==> config.mk <==
export PLATFORM = sky130hd
export DESIGN_NAME = spi_slave
export DESIGN_NICKNAME = d
export VERILOG_FILES = /design/src/rtl/spi_slave.sv
export SDC_FILE = /design/constraint.sdc
export NUM_CORES = 1
export LEC_CHECK = 0
export ABC_AREA = 0
export BUFFER_PORTS_ARGS = -buffer_cell sky130_fd_sc_hd__buf_2
export CORE_MARGIN = 4
export CORE_UTILIZATION = 60
export DETAILED_ROUTE_END_ITERATION = 8
export PLACE_DENSITY_LB_ADDON = 0.15
export SLEW_MARGIN = 20
export SYNTH_ARGS = -nofsm -noshare
export SYNTH_HDL_FRONTEND = slang
export SYNTH_SLANG_ARGS = --single-unit
==> constraint.sdc <==
create_clock -name clk -period 4.5 [get_ports clk]
set_input_delay 0 -clock clk [delete_from_list [all_inputs] [get_ports clk]]
set_output_delay 0 -clock clk [all_outputs]
set_load 0.02 [all_outputs]
==> src/rtl/spi_slave.sv <==
// SPI target endpoint: oversamples SCLK/CS_n/MOSI in the clk domain and exchanges
// MSB-first bytes in all four CPOL/CPHA modes, with a one-byte TX buffer.
module spi_slave #(
  parameter int SYNC_STAGES = 2
) (
  input  logic       clk,
  input  logic       rst_n,
  input  logic       cpol,
  input  logic       cpha,
  input  logic [7:0] tx_data,
  input  logic       tx_load,
  output logic       tx_empty,
  output logic [7:0] rx_data,
  output logic       rx_valid,
  output logic       busy,
  input  logic       spi_sclk,
  input  logic       spi_cs_n,
  input  logic       spi_mosi,
  output logic       spi_miso,
  output logic       spi_miso_oe
);

  typedef enum logic {IDLE, ACTIVE} state_t;

  state_t state_q, state_d;

  logic [SYNC_STAGES-1:0] sclk_sync, cs_sync, mosi_sync;
  logic       sclk_s, cs_s, mosi_s;
  logic       sclk_d, lead, trail;
  logic [7:0] tx_buf, tx_shift, rx_shift;
  logic [2:0] bit_cnt;
  logic       reload_pend, miso_q;
  logic       load_evt, sample_evt, shift_evt, cs_rise;
  logic [7:0] load_byte;

  assign sclk_s = sclk_sync[SYNC_STAGES-1];
  assign cs_s   = cs_sync[SYNC_STAGES-1];
  assign mosi_s = mosi_sync[SYNC_STAGES-1];

  // CS synchronizer resets high so reset release never looks like a select.
  // NOTE: every clocked process uses non-blocking assignments so all flops
  // update from pre-edge values regardless of process evaluation order.
  always_ff @(posedge clk or negedge rst_n) begin
    if (!rst_n) begin
      sclk_sync <= '0;
      cs_sync   <= '1;
      mosi_sync <= '0;
      sclk_d    <= 1'b0;
      lead      <= 1'b0;
      trail     <= 1'b0;
    end else begin
      sclk_sync <= {sclk_sync[SYNC_STAGES-2:0], spi_sclk};
      cs_sync   <= {cs_sync[SYNC_STAGES-2:0], spi_cs_n};
      mosi_sync <= {mosi_sync[SYNC_STAGES-2:0], spi_mosi};
      sclk_d    <= sclk_s;
      lead      <= (sclk_s != sclk_d) && (sclk_s != cpol);
      trail     <= (sclk_s != sclk_d) && (sclk_s == cpol);
    end
  end

  always_ff @(posedge clk or negedge rst_n) begin
    if (!rst_n) state_q <= IDLE;
    else        state_q <= state_d;
  end

  // NOTE: every combinational output gets a default first so no path can
  // leave a value unassigned and infer a latch.
  always_comb begin
    state_d    = state_q;
    load_evt   = 1'b0;
    sample_evt = 1'b0;
    shift_evt  = 1'b0;
    cs_rise    = 1'b0;
    case (state_q)
      IDLE: begin
        if (!cs_s) begin
          state_d  = ACTIVE;
          load_evt = 1'b1;
        end
      end
      ACTIVE: begin
        if (cs_s) begin
          state_d = IDLE;
          cs_rise = 1'b1;
        end else begin
          // cpha=0 reloads on the trail edge that would otherwise shift.
          load_evt   = reload_pend && (cpha || trail);
          sample_evt = cpha ? trail : lead;
          shift_evt  = !load_evt && (cpha ? lead : trail);
        end
      end
      default: state_d = IDLE;
    endcase
  end

  assign load_byte = tx_load ? tx_data : tx_buf;

  always_ff @(posedge clk or negedge rst_n) begin
    if (!rst_n) begin
      tx_buf      <= 8'h00;
      tx_empty    <= 1'b1;
      tx_shift    <= 8'h00;
      rx_shift    <= 8'h00;
      rx_data     <= 8'h00;
      rx_valid    <= 1'b0;
      bit_cnt     <= 3'd0;
      reload_pend <= 1'b0;
      miso_q      <= 1'b0;
    end else begin
      rx_valid <= 1'b0;
      // A load coinciding with a byte load event bypasses the buffer.
      if (tx_load && !load_evt) begin
        tx_buf   <= tx_data;
        tx_empty <= 1'b0;
      end
      if (cs_rise) begin
        bit_cnt     <= 3'd0;
        rx_shift    <= 8'h00;
        miso_q      <= 1'b0;
        reload_pend <= 1'b0;
      end else begin
        if (load_evt) begin
          tx_shift    <= load_byte;
          tx_empty    <= 1'b1;
          reload_pend <= 1'b0;
          if (!cpha) miso_q <= load_byte[7];
        end else if (shift_evt) begin
          tx_shift <= {tx_shift[6:0], 1'b0};
          miso_q   <= cpha ? tx_shift[7] : tx_shift[6];
        end
        if (sample_evt) begin
          rx_shift <= {rx_shift[6:0], mosi_s};
          bit_cnt  <= bit_cnt + 3'd1;
          if (bit_cnt == 3'd7) begin
            rx_data     <= {rx_shift[6:0], mosi_s};
            rx_valid    <= 1'b1;
            reload_pend <= 1'b1;
          end
        end
      end
    end
  end

  assign busy        = (state_q == ACTIVE);
  assign spi_miso_oe = busy;
  assign spi_miso    = miso_q;

endmodule

# Word-level counts from Yosys, hierarchy flattened
# Cells that the tools add are included.
word_totals:
  reg_bits: 48
  latch_bits: 0
  ram_bits: 0
  rom_bits: 0
  inputBits: 16
  out_inout_bits: 13
  word_cells: 71
  memories: 0
classes:
  n_addsub: 1
  n_mul: 0
  n_div: 0
  magnitude_cmp: 0
  n_eq_ne: 5
  n_shift: 0
  mux: 33
  n_bitwise: 2
  reduce_logical: 14
op_table:
  columns: ["cell", "n"]
  rows:
  - ["1-bit two-way mux", 25]
  - ["8-bit two-way mux", 3]
  - ["7-bit two-way mux", 2]
  - ["3-bit two-way mux", 2]
  - ["1-bit logical AND", 5]
  - ["2-bit AND reduction", 2]
  - ["2-bit nonzero test", 2]
  - ["3-bit by 1-bit adder with 3-bit output, second input constant", 1]
  - ["3-bit == test, second input constant", 1]
  - ["3-bit by 2-bit != test with 1-bit output, second input constant", 1]
  - ["3-bit AND reduction", 1]
  - ["3-bit nonzero test", 1]
  - ["1-bit logical NOT", 2]
  - ["1-bit != test", 2]
  - ["1-bit inverter", 2]
  - ["1-bit one-hot mux with 2 select lines", 1]
  - ["1-bit == test", 1]
  - ["1-bit logical OR", 1]

# Depth between registers and ports, before layout
depth:
  depth_word: 9
  mapped_depth: 6
  mapped_depth_nobuf: 4

# Worst setup path before layout
# OpenSTA, ideal clock, no wires.
synth_timing:
  path_kind: "flip-flop to flip-flop"
  start: "register state_q (netlist: busy)"
  end: "register rx_data[0]"
  setup_time_ps: 125
  arrival_ps: 1386
  required_time_ps: 4375
  slack_ps: 2989
  path_stages_with_launch: 6
  path_buffers: 1
  synth_period_minus_slack_ps: 1511
  path_cell_list: "dfrtp_1 > buf_2 > nand2b_1 > nor2_4 > nand2_4 > mux2_4"
synth_between:
  elab_chain_cells: 3
  elab_cells_between_ends: 4
  classes_between: "mux (2); bitwise (1); reduce/logical (1)"
synth_lines:
  columns: ["element", "line_no", "source"]
  rows:
  - ["start, declared", "25", "state_t state_q, state_d;"]
  - ["start signal, assigned", "63", "else state_q <= state_d;"]
  - ["1-bit two-way mux", "74", "case (state_q)"]
  - ["1-bit inverter (no source line)", null, null]
  - ["3-bit AND reduction (no source line) *", null, null]
  - ["end signal, assigned", "135", "rx_data <= {rx_shift[6:0], mosi_s};"]
  - ["end, declared", "13", "output logic [7:0] rx_data,"]
# Every way passes the cells marked *; elsewhere a longest branch is shown, timed or not.
# A chain may end at the register's enable or synchronous reset.

# Worst setup path in the final report
layout_timing:
  start: "register state_q (netlist: busy)"
  end: "register rx_data[7]"
# The elaborated chain is that of the path after synthesis.

==> impl_metrics.yaml <==
power:
  ir_worst_vdd_uv: 245.9
  switching_share_pct: 25.19
  p_total_uw: 777.1
  net-switching-power_uw: 195.8
  internal_power_uw: 581.3
  p_per_area_nw_per_um2: 330.7
  comb_power_share_pct: 13.4
  leakage_nw: 1.184
  clkPwrFrac_pct: 23.8
  power_frac_seq_pct: 62.8
yosys:
  ys_top_cells_by_area: "dfrtp_1 56%, mux2_2 6.1%, mux2i_1 6.0%"
  syn_area_um2: 2017
  yosysUniqueCellTypes: 32
  synthFlopType: "dfrtp_1"
  synth_top_area_share_pct: 55.83
  syn_area_per_cell_um2: 14.30
  synth_nets: 159
  yosysWarnings: 0
  netlist_instances: 141
  ys_seq_area_share_pct: 59.74
  synth_top_area_cell: "dfrtp_1"
  synth_seq_cells: 48
  synth_edf_count: 0
  synthArstFlopShare_pct: 100.0
detailed_routing:
  drtIter0Drc: 73
  via_count: 1223
  dr.pass1.iters: 4
  viasPerCell: 5.388
  wirelength_um: 3556
  drc: 0
  wire_per_inst_um: 15.67
  ant_nets: 0
hold_path:
  hold_class: "in -> reg"
  hold_path_depth: 2
  min_to: "tx_empty"
  hp-start: "tx_load"
timing:
  fin_worst_skew_ps: 10.80
  fmax_mhz: 578.9
  min_period_ps: 1727
  setup_viol: 0
  worstMarginPinSlew_ps: 572.7
  fin_setup_tns_ps: 0
  relSlewSlack_pct: 61.82
  hold_viol: 0
  rsz0062_at_grt: "false"
  min_period_over_period_pct: 38.38
  slew_viol_final: 0
finish:
  final_nets: 200
  diodes: 0
  drive_gt1_share_pct: 33.88
  fill_cells: 205
  area_growth_pct: 16.50
global_routing:
  grt_max_degree: 49
  grt_pass1_wl_um: 6175
  track_usage_pct: 19.07
  gr-total-overflow: 0
  antenna_found_initial: 0
  grt_pass1_vias: 1289
critical_path:
  cpPeakStageDelay_ps: 560
  cp-start-kind: "register"
  path_buf_inv: 0
  cp_top_family: "simple AND/OR/NAND/NOR gates"
  critPathMaxFanout: 12
  path_class: "reg -> reg"
  crit_chain: "nand2b_1 -> nor2_4 -> nand2_4 -> mux2_4"
  reg2reg_to: "rx_data[7]"
  rrSetupSlack_ps: 2770
  r2r_cells: 4
  worst_path_max_delay_cell: "dfrtp_1"
  regToRegStartpoint: "busy"
  cp-end-kind: "register"
  cp.arrival_ps: 1970
  cp.required_ps: 4750
die:
  initial_core_util_pct: 64.48
  fp-row-count: 20
  die-area_um2: 4353
  die_x_um: 65.98
  die_y_um: 65.98
  core_area_um2: 3128
  ioPinCount: 29
job:
  maxCapViolCount: 0
placement:
  hpwlAfterDp_um: 2415
  place.gp.congestion: 0.7673
  portBuffers: 28
cts:
  cts_root_buffer: "clkbuf_4"
  clkTransAtPathRegs_ps: 120
  tritoncts: "yes"
  cts_max_path_buffers: 2
  post-cts-setup-buffers: 0
  clock_sinks: 48
  clk_latency_ps: 360
  numCtsBuffers: 5
  cts-htree-levels: 2
status:
  status: "finished clean"
-- cell usage after synthesis (2+ instances only) --
cell type	n
mux2_2	11
a221o_1	5
dfrtp_1	45
nand2b_1	3
nor2_1	7
inv_1	4
nor2b_1	2
a211oi_1	2
a22o_1	9
o21ai_0	2
buf_4	4
ha_1	2
dfstp_2	3
buf_2	3
a21oi_1	2
nand2_1	3
mux2_4	8
mux2i_1	12
-- how the worst max path moves through the flow --
| stage | from | to | slack, ps | cells after the start |
|---|---|---|---|---|
| finish | busy | rx_data[7] | 2770 | 4 |
| global route | busy | rx_data[7] | 2660 | 4 |
| CTS | busy | rx_data[7] | 2770 | 4 |
| detailed placement | busy | rx_data[7] | 2800 | 4 |
| global placement | busy | rx_data[5] | 2900 | 4 |
| floorplan | busy | rx_data[0] | 2990 | 5 |
-- power by group through the flow --
| stage | combinational, mW | clock (mW) | sequential (mW) |
|---|---|---|---|
| floorplan | 0.0651 | 0 | 0.494 |
| global placement | 0.0926 | 0 | 0.494 |
| detailed placement | 0.0961 | 0 | 0.497 |
| CTS | 0.105 | 0.193 | 0.488 |
| global route | 0.115 | 0.207 | 0.493 |
| finish | 0.104 | 0.185 | 0.488 |
-- flip-flops by register name, indices dropped and copies added, names as in the netlist, 2 cells and up --
name,flops
rx_data,8
tx_buf,8
tx_shift,8
rx_shift,7
bit_cnt,3
cs_sync,2
mosi_sync,2
sclk_sync,2
-- metrics by stage --
step | cell area [µm²] | utilization (%) | setup WS, ps | hold slack [ps] | instances
6_report | 2350 | 75.12 | 2773 | 76.76 | 227
5_1_grt | 2350 | 75.12 | 2664 | 104.9 | 227
4_1_cts | 2347 | 75.04 | 2769 | 22.74 | 227
3_5_place_dp | 2167 | 69.28 | 2804 | 106.2 | 206
3_3_place_gp | 2167 | 69.28 | 2901 | 106.8 | 206
2_1_floorplan | 2017 | - | 2989 | -295.6 | 141
-- worst reg2reg max path: cells and delay by family, from the launching register on --
kind,cells,cell delay (ps)
and+or+nand+nor,3,710
DFF,1,560
muxes,1,340
-- area by class of cell --
cell class | count | area (µm²) | area share [%]
well taps | 44 | 55.05 | 2.343
multi-input cells | 82 | 752.0 | 32.00
clock buffers | 7 | 45.04 | 1.917
clock inverters | 1 | 5.005 | 0.2130
repair buffers | 41 | 272.8 | 11.61
inverters | 4 | 15.01 | 0.6390
flip-flops and latches | 48 | 1205 | 51.28
-- timing repair --
item                      in CTS  in global routing
gates resized for setup        0                  0
hold buffers                  13                  0
hold endpoints to repair      60                  0
-- cell families after synthesis --
kind of cell | share of synthesized area (%)
flip-flops | 59.74
multiplexers | 18.61
AO/OA/AOI/OAI | 11.29
AND/OR/NAND/NOR | 6.142
buffers and inverters | 2.977
adder cells (fa/ha/maj) | 1.240
-- layer usage --
layer | wire length (µm) | GRT usage, %
met1 | 1729 | 25.84
met2 | 1607 | 29.16
met3 | 149 | 4.592
met4 | 69 | 8.376
met5 | 0 | 0
-- layout by cell type (no fill, tap or decap), types with 3 or more instances in the layout --
| cell type | count |
|---|---|
| dfrtp_1 | 45 |
| buf_2 | 27 |
| dlygate4sd3_1 | 13 |
| mux2i_1 | 12 |
| mux2_2 | 11 |
| a22o_1 | 9 |
| mux2_4 | 8 |
| nor2_1 | 7 |
| a221o_1 | 5 |
| clkbuf_4 | 5 |
| inv_1 | 4 |
| nand2b_1 | 3 |
| nand2_1 | 3 |
| dfstp_2 | 3 |
Power figures use the tool's default switching activity.
